--- src/rtl/bumpy_pkg.sv ---
// bumpy_pkg: constants shared by the Bumpy motion engine and step_controller.
//   - tile codes, tile size (TILE_SHIFT), playfield size
//   - neighbour index of each direction inside `area`
//   - game state enum and a helper that classifies solid tiles
package bumpy_pkg;

  localparam int TILE_SHIFT = 6;
  localparam int TILE_PX    = 1 << TILE_SHIFT;

  localparam int SCREEN_W = 640;
  localparam int SCREEN_H = 448;

  localparam logic [2:0] T_FREE  = 3'd0;
  localparam logic [2:0] T_REGU  = 3'd1;
  localparam logic [2:0] T_GATE  = 3'd2;
  localparam logic [2:0] T_DEATH = 3'd3;
  localparam logic [2:0] T_WALL  = 3'd4;
  localparam logic [2:0] T_SPIKE = 3'd5;

  localparam int A_LEFT  = 0;
  localparam int A_UP    = 1;
  localparam int A_RIGHT = 2;
  localparam int A_DOWN  = 3;

  typedef enum logic [1:0] {
    IDLE = 2'd0,
    PLAY = 2'd1,
    DEAD = 2'd2,
    WIN  = 2'd3
  } bumpy_state_t;

  function automatic logic is_solid(input logic [2:0] t);
    return (t == T_REGU) || (t == T_GATE) || (t == T_WALL);
  endfunction

endpackage

--- src/rtl/bumpy_move_if.sv ---
// bumpy_move_if: frame/keys/tile inputs and position/status outputs of the
// motion engine.
//   master : level logic side (drives frame tick, keys, neighbour tiles)
//   slave  : bumpy_move side (drives position, vy and status flags)
interface bumpy_move_if;

  logic              startOfFrame;
  logic              lvl_start;
  logic              left_key;
  logic              right_key;
  logic [3:0][2:0]   area;

  logic [10:0]       bumpy_x;
  logic [10:0]       bumpy_y;
  logic signed [5:0] vy;
  logic              playing;
  logic              dead;
  logic              level_done;

  modport master (
    output startOfFrame, lvl_start, left_key, right_key, area,
    input  bumpy_x, bumpy_y, vy, playing, dead, level_done
  );

  modport slave (
    input  startOfFrame, lvl_start, left_key, right_key, area,
    output bumpy_x, bumpy_y, vy, playing, dead, level_done
  );

endinterface

--- src/rtl/bumpy_collide.sv ---
// bumpy_collide: combinational one-frame physics step.
//   x_i, y_i, vy_i       : current ball centre and vertical speed
//   left_key_i/right_key_i: held keys
//   area_i               : neighbour tiles (left, up, right, down)
//   x_o, y_o, vy_o       : position and speed for the next frame
//   hit_gate_o           : landed on a gate tile
//   hit_hazard_o         : landed on spike/death or fell below the playfield
module bumpy_collide
  import bumpy_pkg::*;
#(
  parameter int R        = 16,
  parameter int GRAVITY  = 1,
  parameter int BOUNCE_V = 14,
  parameter int VMAX     = 15,
  parameter int HSPEED   = 3,
  parameter int SCR_W    = SCREEN_W,
  parameter int SCR_H    = SCREEN_H
) (
  input  logic [10:0]       x_i,
  input  logic [10:0]       y_i,
  input  logic signed [5:0] vy_i,
  input  logic              left_key_i,
  input  logic              right_key_i,
  input  logic [3:0][2:0]   area_i,
  output logic [10:0]       x_o,
  output logic [10:0]       y_o,
  output logic signed [5:0] vy_o,
  output logic              hit_gate_o,
  output logic              hit_hazard_o
);

  localparam logic signed [11:0] R_S      = 12'(R);
  localparam logic signed [11:0] G_S      = 12'(GRAVITY);
  localparam logic signed [11:0] VMAX_S   = 12'(VMAX);
  localparam logic signed [11:0] HS_S     = 12'(HSPEED);
  localparam logic signed [11:0] BOUNCE_S = 12'(-BOUNCE_V);
  localparam logic signed [11:0] XMAX_S   = 12'(SCR_W - 1 - R);
  localparam logic signed [11:0] H_S      = 12'(SCR_H);
  localparam logic signed [11:0] TILE_S   = 12'(TILE_PX);

  logic signed [11:0] xs, ys, vys;
  logic signed [11:0] x_lo, x_hi, y_lo, y_hi;
  logic signed [11:0] vsum, vn;
  logic signed [11:0] xn, yn, vyn;
  logic               gate, hazard;

  // Positions are non-negative, so the zero-extended 12-bit view is safe.
  assign xs  = {1'b0, x_i};
  assign ys  = {1'b0, y_i};
  assign vys = {{6{vy_i[5]}}, vy_i};

  assign x_lo = (xs >>> TILE_SHIFT) <<< TILE_SHIFT;
  assign x_hi = x_lo + TILE_S;
  assign y_lo = (ys >>> TILE_SHIFT) <<< TILE_SHIFT;
  assign y_hi = y_lo + TILE_S;

  assign vsum = vys + G_S;
  assign vn   = (vsum > VMAX_S) ? VMAX_S : vsum;

  always_comb begin
    xn = xs;
    if (right_key_i && !left_key_i) begin
      xn = xs + HS_S;
      if ((xs + R_S + HS_S >= x_hi) && (area_i[A_RIGHT] == T_WALL))
        xn = x_hi - R_S - 12'sd1;
      if (xn > XMAX_S)
        xn = XMAX_S;
    end else if (left_key_i && !right_key_i) begin
      xn = xs - HS_S;
      if ((xs - R_S - HS_S < x_lo) && (area_i[A_LEFT] == T_WALL))
        xn = x_lo + R_S;
      if (xn < R_S)
        xn = R_S;
    end
  end

  always_comb begin
    yn     = ys + vn;
    vyn    = vn;
    gate   = 1'b0;
    hazard = 1'b0;

    if ((vn > 12'sd0) && (ys + R_S + vn >= y_hi)) begin
      case (area_i[A_DOWN])
        T_REGU, T_WALL: begin
          yn  = y_hi - R_S;
          vyn = BOUNCE_S;
        end
        T_GATE: begin
          yn   = y_hi - R_S;
          vyn  = '0;
          gate = 1'b1;
        end
        T_SPIKE, T_DEATH: begin
          yn     = y_hi - R_S;
          vyn    = '0;
          hazard = 1'b1;
        end
        default: ;
      endcase
    end

    if ((vn < 12'sd0) && (ys - R_S + vn < y_lo) && is_solid(area_i[A_UP])) begin
      yn  = y_lo + R_S;
      vyn = '0;
    end

    if (ys - R_S + vn < 12'sd0) begin
      yn  = R_S;
      vyn = '0;
    end

    // Dropping out of the bottom of the playfield is fatal as well.
    if (yn - R_S >= H_S)
      hazard = 1'b1;
  end

  assign x_o          = 11'(xn);
  assign y_o          = 11'(yn);
  assign vy_o         = 6'(vyn);
  assign hit_gate_o   = gate;
  assign hit_hazard_o = hazard;

endmodule

--- src/rtl/bumpy_move.sv ---
// bumpy_move: per-frame motion engine for the Bumpy ball.
//   clk, resetN : clock, asynchronous active-low reset
//   bus (slave) : frame tick, level start, keys, neighbour tiles in;
//                 ball centre, vy, playing/dead/level_done out
// Physics runs once per startOfFrame while in PLAY; lvl_start respawns from
// any state and takes priority over the frame tick.
module bumpy_move
  import bumpy_pkg::*;
#(
  parameter int SPAWN_X  = 96,
  parameter int SPAWN_Y  = 96,
  parameter int R        = 16,
  parameter int GRAVITY  = 1,
  parameter int BOUNCE_V = 14,
  parameter int VMAX     = 15,
  parameter int HSPEED   = 3,
  parameter int SCR_W    = SCREEN_W,
  parameter int SCR_H    = SCREEN_H
) (
  input  logic         clk,
  input  logic         resetN,
  bumpy_move_if.slave  bus
);

  bumpy_state_t      state_q;
  logic [10:0]       x_q, y_q;
  logic signed [5:0] vy_q;
  logic              playing_q, dead_q, level_done_q;

  logic [10:0]       x_d, y_d;
  logic signed [5:0] vy_d;
  logic              hit_gate, hit_hazard;

  bumpy_collide #(
    .R        (R),
    .GRAVITY  (GRAVITY),
    .BOUNCE_V (BOUNCE_V),
    .VMAX     (VMAX),
    .HSPEED   (HSPEED),
    .SCR_W    (SCR_W),
    .SCR_H    (SCR_H)
  ) u_collide (
    .x_i          (x_q),
    .y_i          (y_q),
    .vy_i         (vy_q),
    .left_key_i   (bus.left_key),
    .right_key_i  (bus.right_key),
    .area_i       (bus.area),
    .x_o          (x_d),
    .y_o          (y_d),
    .vy_o         (vy_d),
    .hit_gate_o   (hit_gate),
    .hit_hazard_o (hit_hazard)
  );

  always_ff @(posedge clk or negedge resetN) begin
    if (!resetN) begin
      state_q      <= IDLE;
      x_q          <= 11'(SPAWN_X);
      y_q          <= 11'(SPAWN_Y);
      vy_q         <= '0;
      playing_q    <= 1'b0;
      dead_q       <= 1'b0;
      level_done_q <= 1'b0;
    end else begin
      level_done_q <= 1'b0;
      if (bus.lvl_start) begin
        state_q   <= PLAY;
        x_q       <= 11'(SPAWN_X);
        y_q       <= 11'(SPAWN_Y);
        vy_q      <= '0;
        playing_q <= 1'b1;
        dead_q    <= 1'b0;
      end else if ((state_q == PLAY) && bus.startOfFrame) begin
        x_q  <= x_d;
        y_q  <= y_d;
        vy_q <= vy_d;
        if (hit_hazard) begin
          state_q   <= DEAD;
          playing_q <= 1'b0;
          dead_q    <= 1'b1;
        end else if (hit_gate) begin
          state_q      <= WIN;
          playing_q    <= 1'b0;
          level_done_q <= 1'b1;
        end
      end
    end
  end

  assign bus.bumpy_x    = x_q;
  assign bus.bumpy_y    = y_q;
  assign bus.vy         = vy_q;
  assign bus.playing    = playing_q;
  assign bus.dead       = dead_q;
  assign bus.level_done = level_done_q;

endmodule
--- src/flat_wrapper.sv ---
// flat-port wrapper written by rule: the top's interface ports become plain ports
module bumpy_move_flat import bumpy_pkg::*;
#(
  parameter int SPAWN_X  = 96,
  parameter int SPAWN_Y  = 96,
  parameter int R        = 16,
  parameter int GRAVITY  = 1,
  parameter int BOUNCE_V = 14,
  parameter int VMAX     = 15,
  parameter int HSPEED   = 3,
  parameter int SCR_W    = SCREEN_W,
  parameter int SCR_H    = SCREEN_H
)
  (clk, resetN, bus_startOfFrame, bus_lvl_start, bus_left_key, bus_right_key, bus_area, bus_bumpy_x, bus_bumpy_y, bus_vy, bus_playing, bus_dead, bus_level_done);
  bumpy_move_if bus_i ();
  input  logic clk;
  input  logic resetN;
  input wire logic [$bits(bus_i.startOfFrame)-1:0] bus_startOfFrame;
  input wire logic [$bits(bus_i.lvl_start)-1:0] bus_lvl_start;
  input wire logic [$bits(bus_i.left_key)-1:0] bus_left_key;
  input wire logic [$bits(bus_i.right_key)-1:0] bus_right_key;
  input wire logic [$bits(bus_i.area)-1:0] bus_area;
  output wire logic [$bits(bus_i.bumpy_x)-1:0] bus_bumpy_x;
  output wire logic [$bits(bus_i.bumpy_y)-1:0] bus_bumpy_y;
  output wire logic [$bits(bus_i.vy)-1:0] bus_vy;
  output wire logic [$bits(bus_i.playing)-1:0] bus_playing;
  output wire logic [$bits(bus_i.dead)-1:0] bus_dead;
  output wire logic [$bits(bus_i.level_done)-1:0] bus_level_done;
  assign bus_i.startOfFrame = bus_startOfFrame;
  assign bus_i.lvl_start = bus_lvl_start;
  assign bus_i.left_key = bus_left_key;
  assign bus_i.right_key = bus_right_key;
  assign bus_i.area = bus_area;
  assign bus_bumpy_x = bus_i.bumpy_x;
  assign bus_bumpy_y = bus_i.bumpy_y;
  assign bus_vy = bus_i.vy;
  assign bus_playing = bus_i.playing;
  assign bus_dead = bus_i.dead;
  assign bus_level_done = bus_i.level_done;
  bumpy_move #(.SPAWN_X(SPAWN_X), .SPAWN_Y(SPAWN_Y), .R(R), .GRAVITY(GRAVITY), .BOUNCE_V(BOUNCE_V), .VMAX(VMAX), .HSPEED(HSPEED), .SCR_W(SCR_W), .SCR_H(SCR_H)) u_core (.clk(clk), .resetN(resetN), .bus(bus_i));
endmodule
--- config.mk ---
export PLATFORM = sky130hd
export DESIGN_NAME = bumpy_move_flat
export DESIGN_NICKNAME = d
export VERILOG_FILES = /design/src/rtl/bumpy_pkg.sv /design/src/rtl/bumpy_move_if.sv /design/src/rtl/bumpy_collide.sv /design/src/rtl/bumpy_move.sv /design/src/flat_wrapper.sv
export SDC_FILE = /design/constraint.sdc
export NUM_CORES = 1
export LEC_CHECK = 0
export CAP_MARGIN = 40
export CORE_ASPECT_RATIO = 2
export CORE_MARGIN = 2
export CORE_UTILIZATION = 40
export DETAILED_ROUTE_END_ITERATION = 8
export SLEW_MARGIN = 10
export SYNTH_ARGS = -nofsm -noshare
export SYNTH_HDL_FRONTEND = slang
export SYNTH_SLANG_ARGS = --single-unit
--- constraint.sdc ---
create_clock -name clk -period 18.2 [get_ports clk]
set_input_delay 3.64 -clock clk [delete_from_list [all_inputs] [get_ports clk]]
set_output_delay 3.64 -clock clk [all_outputs]
set_load 0.02 [all_outputs]
Word-level counts from Yosys, hierarchy flattened
Index checks and enable logic that the tools add are counted.
{"block": "word_totals", "reg_bits": 33, "word_cells": 116}
{"block": "classes", "n_addsub": 20, "order_cmp": 11, "n_eq_ne": 11, "muxes": 44, "n_reduce_logical": 23}
{"op": "$mux W12", "n": 10}
{"op": "$mux W11", "n": 8}
{"op": "$add A11 B5 Y12 const B", "n": 4}
{"op": "$add A12 B12 Y12", "n": 3}
{"op": "$sub A12 B6 Y12 const B", "n": 3}
{"op": "$mux W6", "n": 5}
{"op": "$add A11 B7 Y12 const B", "n": 2}
{"op": "$ge A12 B12 Y1", "n": 2}
{"op": "$lt A12 B1 Y1 const B", "n": 2}
{"op": "$lt A12 B12 Y1", "n": 2}
{"op": "$sub A11 B5 Y12 const B", "n": 2}
{"op": "$mux W1", "n": 16}
{"op": "$eq A3 B3 Y1 const B", "n": 5}
{"op": "$add A11 B2 Y12 const B", "n": 1}
{"op": "$add A12 B3 Y12 const B", "n": 1}
{"op": "$ge A12 B10 Y1 const B", "n": 1}
{"op": "$gt A12 B1 Y1 const B", "n": 1}
{"op": "$gt A12 B11 Y1 const B", "n": 1}
{"op": "$lt A12 B6 Y1 const B", "n": 1}
{"op": "$pmux W6 S2", "n": 1}
{"op": "$sub A11 B2 Y12 const B", "n": 1}
{"op": "$sub A12 B2 Y12 const B", "n": 1}
{"op": "$sub A12 B3 Y12 const B", "n": 1}
{"op": "$eq A3 B2 Y1 const B", "n": 3}
{"op": "other kinds (14)", "n": 32}

Longest topological paths before layout
Gate-level depths: netlist (run 1).
{"block": "logic_depth", "word_depth": 15, "mapped_depth": 30}

Hierarchy
Synthesis (run 1) repeated with hierarchy kept, for this count alone.
{"block": "hier_totals", "cells_unflattened": 712, "area_unflattened_um2": 5559.1}
{"module": "bumpy_collide", "instances": 1, "cells_per_inst": 570, "area_per_inst_um2": 3932.5, "seq_area_each_um2": 0.0}
{"module": "bumpy_move", "instances": 1, "cells_per_inst": 142, "area_per_inst_um2": 1626.6, "seq_area_each_um2": 830.8}

Least setup slack after synthesis (run 1)
No wires, ideal clock.
{"block": "synth_path", "kind": "reg-to-reg", "start": "register u_core.vy_q[0], in the netlist u_core.bus.vy[0]", "end": "register u_core.playing_q, in the netlist u_core.bus.playing", "setup_time_ps": 118, "t_arrival_ps": 6111, "required_time_ps": 18082, "setup_slack_ps": 11971, "stages_incl_launch_ff": 28, "path_buffers": 2, "synth_period_minus_slack_ps": 6229, "cell_sequence": "dfrtp_1 > ha_1 > nand4_1 > nand2_1 > inv_1 > o21ai_0 > ha_1 > clkbuf_1 > inv_1 > ha_1 > clkbuf_1 > a31oi_1 > o21ai_0 > a21oi_1 > o21ai_0 > a21oi_1 > or2_2 > a21oi_1 > xnor2_1 > ha_1 > nand3b_1 > or4_1 > a221o_1 > a21bo_2 > o32a_1 > a31oi_1 > o21ai_1 > a21o_1"}
{"block": "synth_between", "elab_chain_len": 15}
{"item": "from (decl)", "line_no": "bumpy_move.sv:27", "rtl": "logic signed [5:0] vy_q;"}
{"item": "from (signal assigned)", "line_no": "bumpy_move.sv:77", "rtl": "vy_q <= vy_d;"}
{"item": "$add A6 B2 Y7 *", "line_no": "bumpy_collide.sv:57", "rtl": "assign vsum = vys + G_S;"}
{"item": "$gt A7 B5 Y1", "line_no": "bumpy_collide.sv:58", "rtl": "assign vn = (vsum > VMAX_S) ? VMAX_S : vsum;"}
{"item": "$mux W12 *", "line_no": "bumpy_collide.sv:58"}
{"item": "$add A12 B12 Y12, on equally long branches", "line_no": "bumpy_collide.sv:83, bumpy_collide.sv:103, bumpy_collide.sv:108"}
{"item": "$ge A12 B12 Y1 or $lt A12 B12 Y1 (tied branches)", "line_no": "bumpy_collide.sv:83, bumpy_collide.sv:103"}
{"item": "$logic_and A1 B1 Y1, on equally long branches", "line_no": "bumpy_collide.sv:83, bumpy_collide.sv:103"}
{"item": "$mux W12 or $logic_and A1 B1 Y1 (tied branches)", "line_no": "bumpy_collide.sv:83, bumpy_collide.sv:103"}
{"item": "$mux W12", "line_no": "bumpy_collide.sv:103", "rtl": "if ((vn < 12'sd0) && (ys - R_S + vn < y_lo) && is_solid(area_i[A_UP])) begin"}
{"item": "$mux W12", "line_no": "bumpy_collide.sv:108", "rtl": "if (ys - R_S + vn < 12'sd0) begin"}
{"item": "$sub A12 B6 Y12", "line_no": "bumpy_collide.sv:114", "rtl": "if (yn - R_S >= H_S)"}
{"item": "$ge A12 B10 Y1", "line_no": "bumpy_collide.sv:114"}
{"item": "$mux W1", "line_no": "bumpy_collide.sv:114"}
{"item": "$mux W1", "line_no": "bumpy_move.sv:78", "rtl": "if (hit_hazard) begin"}
{"item": "$mux W1", "line_no": "bumpy_move.sv:74", "rtl": "end else if ((state_q == PLAY) && bus.startOfFrame) begin"}
{"item": "$mux W1", "line_no": "bumpy_move.sv:67", "rtl": "if (bus.lvl_start) begin"}
{"item": "to (signal assigned)", "line_no": "bumpy_move.sv:72", "rtl": "playing_q <= 1'b1;"}
{"item": "to (signal assigned)", "line_no": "bumpy_move.sv:80", "rtl": "playing_q <= 1'b0;"}
{"item": "to (signal assigned)", "line_no": "bumpy_move.sv:84", "rtl": "playing_q <= 1'b0;"}
{"item": "to (decl)", "line_no": "bumpy_move.sv:28", "rtl": "logic playing_q, dead_q, level_done_q;"}
Every way passes the cells marked *; elsewhere a longest branch is shown, timed or not. The select of a mux whose other input is x is not followed.
A chain may end at the register's enable or synchronous reset.

Worst setup path in the final report (run 1)
{"block": "layout_path", "start": "register u_core.vy_q[0], in the netlist u_core.bus.vy[0]", "end": "register u_core.state_q[0]"}
{"block": "layout_between", "elab_chain_len": 15}
{"item": "$add A6 B2 Y7 *", "line_no": "bumpy_collide.sv:57"}
{"item": "$gt A7 B5 Y1", "line_no": "bumpy_collide.sv:58"}
{"item": "$mux W12 *", "line_no": "bumpy_collide.sv:58"}
{"item": "$add A12 B12 Y12, on equally long branches", "line_no": "bumpy_collide.sv:83, bumpy_collide.sv:103, bumpy_collide.sv:108"}
{"item": "$ge A12 B12 Y1 or $lt A12 B12 Y1 (tied branches)", "line_no": "bumpy_collide.sv:83, bumpy_collide.sv:103"}
{"item": "$logic_and A1 B1 Y1, on equally long branches", "line_no": "bumpy_collide.sv:83, bumpy_collide.sv:103"}
{"item": "$mux W12 or $logic_and A1 B1 Y1 (tied branches)", "line_no": "bumpy_collide.sv:83, bumpy_collide.sv:103"}
{"item": "$mux W12", "line_no": "bumpy_collide.sv:103"}
{"item": "$mux W12", "line_no": "bumpy_collide.sv:108"}
{"item": "$sub A12 B6 Y12", "line_no": "bumpy_collide.sv:114"}
{"item": "$ge A12 B10 Y1", "line_no": "bumpy_collide.sv:114"}
{"item": "$mux W1", "line_no": "bumpy_collide.sv:114"}
{"item": "$mux W2", "line_no": "bumpy_move.sv:78"}
{"item": "$mux W2", "line_no": "bumpy_move.sv:74"}
{"item": "$mux W2", "line_no": "bumpy_move.sv:67"}
{"item": "to (signal assigned)", "line_no": "bumpy_move.sv:68", "rtl": "state_q <= PLAY;"}
{"item": "to (signal assigned)", "line_no": "bumpy_move.sv:79", "rtl": "state_q <= DEAD;"}
{"item": "to (signal assigned)", "line_no": "bumpy_move.sv:83", "rtl": "state_q <= WIN;"}
{"item": "to (decl)", "line_no": "bumpy_move.sv:25", "rtl": "bumpy_state_t state_q;"}
Marks and branches as above.

==> results of run 1 <==
[cell usage after synthesis, types with 4 or more instances]
master,number
nand4_1,8
and3_1,10
nor3_1,13
a32o_1,5
a31o_2,5
clkbuf_8,8
a311oi_1,5
a211oi_1,9
nand2b_1,12
inv_1,54
dfstp_2,4
xnor2_1,39
nor2b_1,10
and2_1,7
o2111ai_1,6
a221o_1,5
clkbuf_1,13
a21o_1,10
dfrtp_1,29
nand3_1,29
o21ai_0,40
ha_1,62
buf_6,6
fa_1,10
buf_2,4
nand2_1,51
a31oi_1,19
o22ai_1,5
or2_2,6
nand3b_1,6
o211ai_1,8
xor2_1,9
a22o_1,9
o31ai_1,6
or3_1,6
a21oi_1,38
nor2_1,47
nor4_1,9
[cell type report]
type                       count  area, um^2  area share [%]
timing repair buffer          49         495            8.01
inverter                      56         210            3.40
clock inverter                 3        65.1            1.05
clock buffer                   5         125            2.02
multi-input combinational    573        4260            68.9
sequential                    33         831            13.4
tap                          157         196            3.17
[state kept, by name (all words and copies together) (netlist names)]
signal,count
u_core.bus.playing,1
u_core.bus.bumpy_x,11
u_core.state_q,2
u_core.bus.bumpy_y,11
u_core.bus.dead,1
u_core.bus.vy,6
u_core.bus.level_done,1
[worst max-delay path by stage]
stage                    endpoint  cells past startpoint
2_1_floorplan  u_core.bus.playing                     27
3_3_place_gp    u_core.state_q[0]                     25
3_5_place_dp    u_core.state_q[0]                     25
4_1_cts         u_core.state_q[0]                     25
5_1_grt         u_core.state_q[0]                     25
6_report        u_core.state_q[0]                     25
[cell families after synthesis]
logic type	count (synthesis)
xor+xnor	49
fa+ha+maj	72
compound gates	214
buf+inv	90
simple gates	236
mux	2
flops	33
[routing by layer]
layer,GRT usage [%],routed length [um],part of all wire [%],vias to the layer above
met5,0,0,0,-
met4,6.42,324,2.1,0
met3,3.23,808,5.2,22
met2,32.5,7020,45,173
met1,30.5,7290,47,2497
li1,-,-,-,2632
[per-stage QoR]
stage | setup slack, ns | power (mW) | utilization, %
3_3_place_gp | 11.47 | 0.687 | 43.5
2_1_floorplan | 11.97 | 0.539 | -
4_1_cts | 11.22 | 0.808 | 45.0
5_1_grt | 10.52 | 0.885 | 45.0
6_report | 11.16 | 0.810 | 45.0
3_5_place_dp | 11.26 | 0.692 | 43.7
[report_power, final]
part | internal (mW) | switching, mW | leakage, nW
Sequential | 0.0889 | 0.0362 | 0.432
Combinational | 0.229 | 0.346 | 2.01
Clock | 0.0781 | 0.0320 | 0.0938
==> reports/qor.yml, run 1 <==
finish:
  areaGrowthSynthToFinish_pct: 11.0
  layout.cells.non_filler: 876
  fin_nets: 808
  drive_gt1_share_pct: 6.82
  diodes: 0
  fillCellCount: 1386
  finalInstanceArea_mm2: 0.00619
  most-common-layout-cells: "ha_1 (62), inv_1 (54), nand2_1 (51)"
  layout_commonest_cell: "ha_1"
status:
  status: "finished, final reports clean"
setup_path:
  cpMostUsedCell: "ha_1"
  worst-path-buf-inv: 2
  r2r-start: "u_core.bus.vy[0]"
  worstPathArrival_ns: 7.21
  worstRegToRegCells: 25
  crit_slowest_cell: "ha_1"
  crit_path_end_kind: "register"
  r2r-end: "u_core.state_q[0]"
  critPathMaxStageDelay_ns: 0.49
  cp-start-kind: "register"
  r2r_slack_ns: 11.16
  crit_type: "reg -> reg"
  path_max_fanout: 15
  crit_start: "u_core.bus.vy[0]"
  critPathRequiredTime_ns: 18.37
  cp_top_family: "compound AO/OA/AOI/OAI gates"
logic_synthesis:
  synth_compound_area_share_pct: 27.7
  synth_seq_area_share_pct: 14.9
  synth_top_area_cell: "ha_1"
  synthFlopType: "dfrtp_1"
  synth_top_family_by_area: "compound AO/OA/AOI/OAI gates"
  async_flop_share_pct: 100
  syn-instance-count: 696
  synth_adder_area_share_pct: 17.5
  avgSynthCellArea_um2: 8.01
  synth_xor_area_share_pct: 7.84
  yosys.area_share.simple_pct: 23.2
  synth_area_leaders: "ha_1 (14%), dfrtp_1 (13%), xnor2_1 (6.1%), inv_1 (3.6%), fa_1 (3.6%)"
  ys_ff_latch: 33
  synth_top_area_share_pct: 13.9
  synth-edff-count: 0
  synth_mux_area_share_pct: 0.359
  yosys_warnings: 0
  synth_cell_type_count: 84
  synth_area_mm2: 0.00557
  synth_nets: 786
clocking:
  htreeDepth: 2
  cts_buffers: 5
  cts_max_path_buffers: 2
  cts_tree: "built"
  root_buffer: "clkbuf_16"
  cts_setup_buffers: 0
  clkTransAtPathRegs_ns: 0.05
  clk_latency_ns: 0.28
  cts.sinks: 33
  cts_hold_buf: 0
  cts_resized: 0
floorplan:
  rows: 61
  die_x_um: 87.5
  boundaryPins: 49
  design.core.area_mm2: 0.0137
  dieArea_mm2: 0.0149
  start_util_pct: 40.6
  die_h_um: 171
hold_path:
  hp-start: "u_core.state_q[0]"
  hold_class: "reg -> reg"
  min_path_cells: 1
  holdPathEnd: "u_core.state_q[0]"
detailed_routing:
  wl_per_cell_um: 17.6
  drc: 0
  viasPerCell: 6.08
  detail_route.first_pass.iterations: 5
  drt_wl_total_mm: 15.4
  drtIter0Drc: 326
  via_count: 5324
  ant_nets: 0
timing:
  slew_violations: 0
  period_needed_ns: 7.04
  rsz0062_at_grt: "no"
  timing.setup.tns_ns: 0
  fmaxAchievable_ghz: 0.142
  max-slew-margin-rel_pct: 40.1
  setup-violations-final: 0
  holdWs_ns: 0.490
  fin_crit_sh_pct: 38.7
  fin_skew_ns: 0.00459
  tightest_slew_ns: 0.899
  hold_viol: 0
global_routing:
  grt_max_degree: 26
  grt_pass1_vias: 5045
  grt_pass1_wl_mm: 25.5
  grt-ovfl-total: 0
  grt_util_all_layers_pct: 21.2
  antenna_found_initial: 0
placed_design:
  placed_cell_area_mm2: 0.00600
  place.gp.congestion: 0.903
  portBuffers: 48
  dp.final_hpwl_mm: 12.0
  dp.cells: 868
job:
  maxCapViolCount: 0
pwr:
  power_density_mw_per_mm2: 131
  peakVddDrop_v: 0.0000669
  leakage_nw: 2.53
No activity file was read; power rests on OpenSTA's default activity.
==> run 2: changes to the inputs <==
==> constraint.sdc (replaced) <==
create_clock -name clk -period 6.79 [get_ports clk]
set_input_delay 1.358 -clock clk [delete_from_list [all_inputs] [get_ports clk]]
set_output_delay 1.358 -clock clk [all_outputs]
set_load 0.02 [all_outputs]
==> reports/qor.yml, run 2 (synthesis gave the netlist of run 1 again) <==
pwr:
  seqPwrFrac_pct: 15.1
  p_comb_share_pct: 71.6
  internal_power_mw: 1.09
  power_density_mw_per_mm2: 355
  leakage_nw: 2.57
  peakVddDrop_v: 0.000194
  total_power_mw: 2.23
  p_clk_share_pct: 13.2
  p_sw_mw: 1.14
  switching_share_pct: 51.1
floorplan:
  start_util_pct: 40.6
  design.core.area_mm2: 0.0137
  dieArea_mm2: 0.0149
  boundaryPins: 49
  die_h_um: 171
  rows: 61
  die_x_um: 87.5
global_routing:
  antenna_found_initial: 0
  grt_max_degree: 30
  grt_util_all_layers_pct: 21.1
  grt-ovfl-total: 0
  grt_pass1_vias: 5042
  grt_pass1_wl_mm: 25.6
timing:
  fmaxAchievable_ghz: 0.156
  fin_skew_ns: 0.00410
  max-slew-margin-rel_pct: 39.3
  fin_crit_sh_pct: 94.6
  timing.setup.tns_ns: 0
  setup-violations-final: 0
  slew_violations: 0
  period_needed_ns: 6.42
  hold_viol: 0
  tightest_slew_ns: 0.911
finish:
  areaGrowthSynthToFinish_pct: 12.7
  drive_gt1_share_pct: 8.84
  fillCellCount: 1376
  layout_commonest_cell: "ha_1"
  most-common-layout-cells: "ha_1 (62), inv_1 (54), nand2_1 (49)"
  fin_nets: 813
  diodes: 0
clocking:
  cts_tree: "built"
  clk_latency_ns: 0.28
  clkTransAtPathRegs_ns: 0.05
  cts_buffers: 5
  root_buffer: "clkbuf_16"
  cts.sinks: 33
  cts_max_path_buffers: 2
  htreeDepth: 2
detailed_routing:
  wl_met3_um: 862
  wl_per_cell_um: 17.9
  detail_route.first_pass.iterations: 5
  wl_met2_mm: 7.09
  drt_wl_total_mm: 15.8
  via_count: 5438
  ant_nets: 0
  viasPerCell: 6.17
  drtIter0Drc: 329
  wl_met1_mm: 7.35
  top_layer: "met4"
  drc: 0
setup_path:
  crit_type: "reg -> reg"
  crit_slowest_cell: "dfrtp_2"
  path_max_fanout: 15
  worstPathArrival_ns: 6.56
  cp-start-kind: "register"
  critPathRequiredTime_ns: 6.93
  critPathMaxStageDelay_ns: 0.45
  crit_path_end_kind: "register"
job:
  maxCapViolCount: 0
placed_design:
  dp.final_hpwl_mm: 12.1
  portBuffers: 48
  place.gp.congestion: 0.931
hold_path:
  hold_class: "reg -> reg"
status:
  status: "finished, final reports clean"
==> run 2: cell count changes in the layout (fill, tap and decap cells not counted), moves of 2 or more <==
cell     previous run  this run
a21oi_1            38        36
a21oi_2             0         2
buf_4               0         5
nand2_1            51        49
nand2_2             0         2
o21ai_0            40        37
o21ai_1             3         5
==> run 2: path summary, 6_finish.rpt <==
check	start	to	slack (ns)	cells after the start
max in group asynchronous	resetN	u_core.bus.bumpy_y[5]	5.39	2
setup / recovery	u_core.bus.vy[0]	u_core.bus.dead	0.37	30
hold reg to reg	u_core.bus.playing	u_core.bus.playing	0.50	1
setup reg to reg	u_core.bus.vy[0]	u_core.bus.dead	0.37	30
hold / removal	u_core.bus.playing	u_core.bus.playing	0.50	1
min in group asynchronous	resetN	u_core.bus.bumpy_y[3]	0.91	1
==> run 2: power groups by stage <==
| stage | registers (mW) | clock network, mW | logic (mW) |
|---|---|---|---|
| 6_report | 0.338 | 0.295 | 1.60 |
| 5_1_grt | 0.348 | 0.311 | 1.75 |
| 4_1_cts | 0.338 | 0.301 | 1.52 |
| 3_5_place_dp | 0.341 | 0 | 1.51 |
| 3_3_place_gp | 0.340 | 0 | 1.50 |
| 2_1_floorplan | 0.324 | 0 | 1.12 |
==> run 2: area by class of cell <==
cell class	count	area, um^2	area share, %
multi-input combinational	573	4320	68.8
clock buffer	5	125	1.99
sequential	33	832	13.3
timing repair buffer	54	533	8.49
tap	157	196	3.13
inverter	56	210	3.35
clock inverter	3	65.1	1.04
==> run 2: worst max-delay path: cells and delay by family, from the launching register on <==
kind	cells	cell delay, ns
simple gates	7	1.25
buf+inv	1	0.07
xor+xnor	1	0.13
compound gates	16	2.81
flops	1	0.45
fa+ha+maj	5	1.58
==> run 2: per-stage QoR <==
step,setup WS (ns),std cells,hold slack (ns),cell area [um^2],utilization (%)
3_5_place_dp,0.105,871,0.490,6020,43.8
5_1_grt,-0.0507,881,0.519,6280,45.7
6_report,0.367,881,0.504,6280,45.7
3_3_place_gp,0.262,870,0.480,6000,43.7
4_1_cts,0.0538,879,0.511,6210,45.2
2_1_floorplan,0.561,696,0.465,5570,-
==> run 2: routing by layer <==
layer	GRT usage, %	up-vias
li1	-	2628
met1	30.7	2565
met2	31.4	213
met3	2.75	32
met4	8.36	0
met5	0	-
==> run 2: timing repair <==
action	CTS	global route
hold buffers	0	0
buffers inserted	0	2
endpoints found under the setup margin	0	20
gates resized for setup	0	15
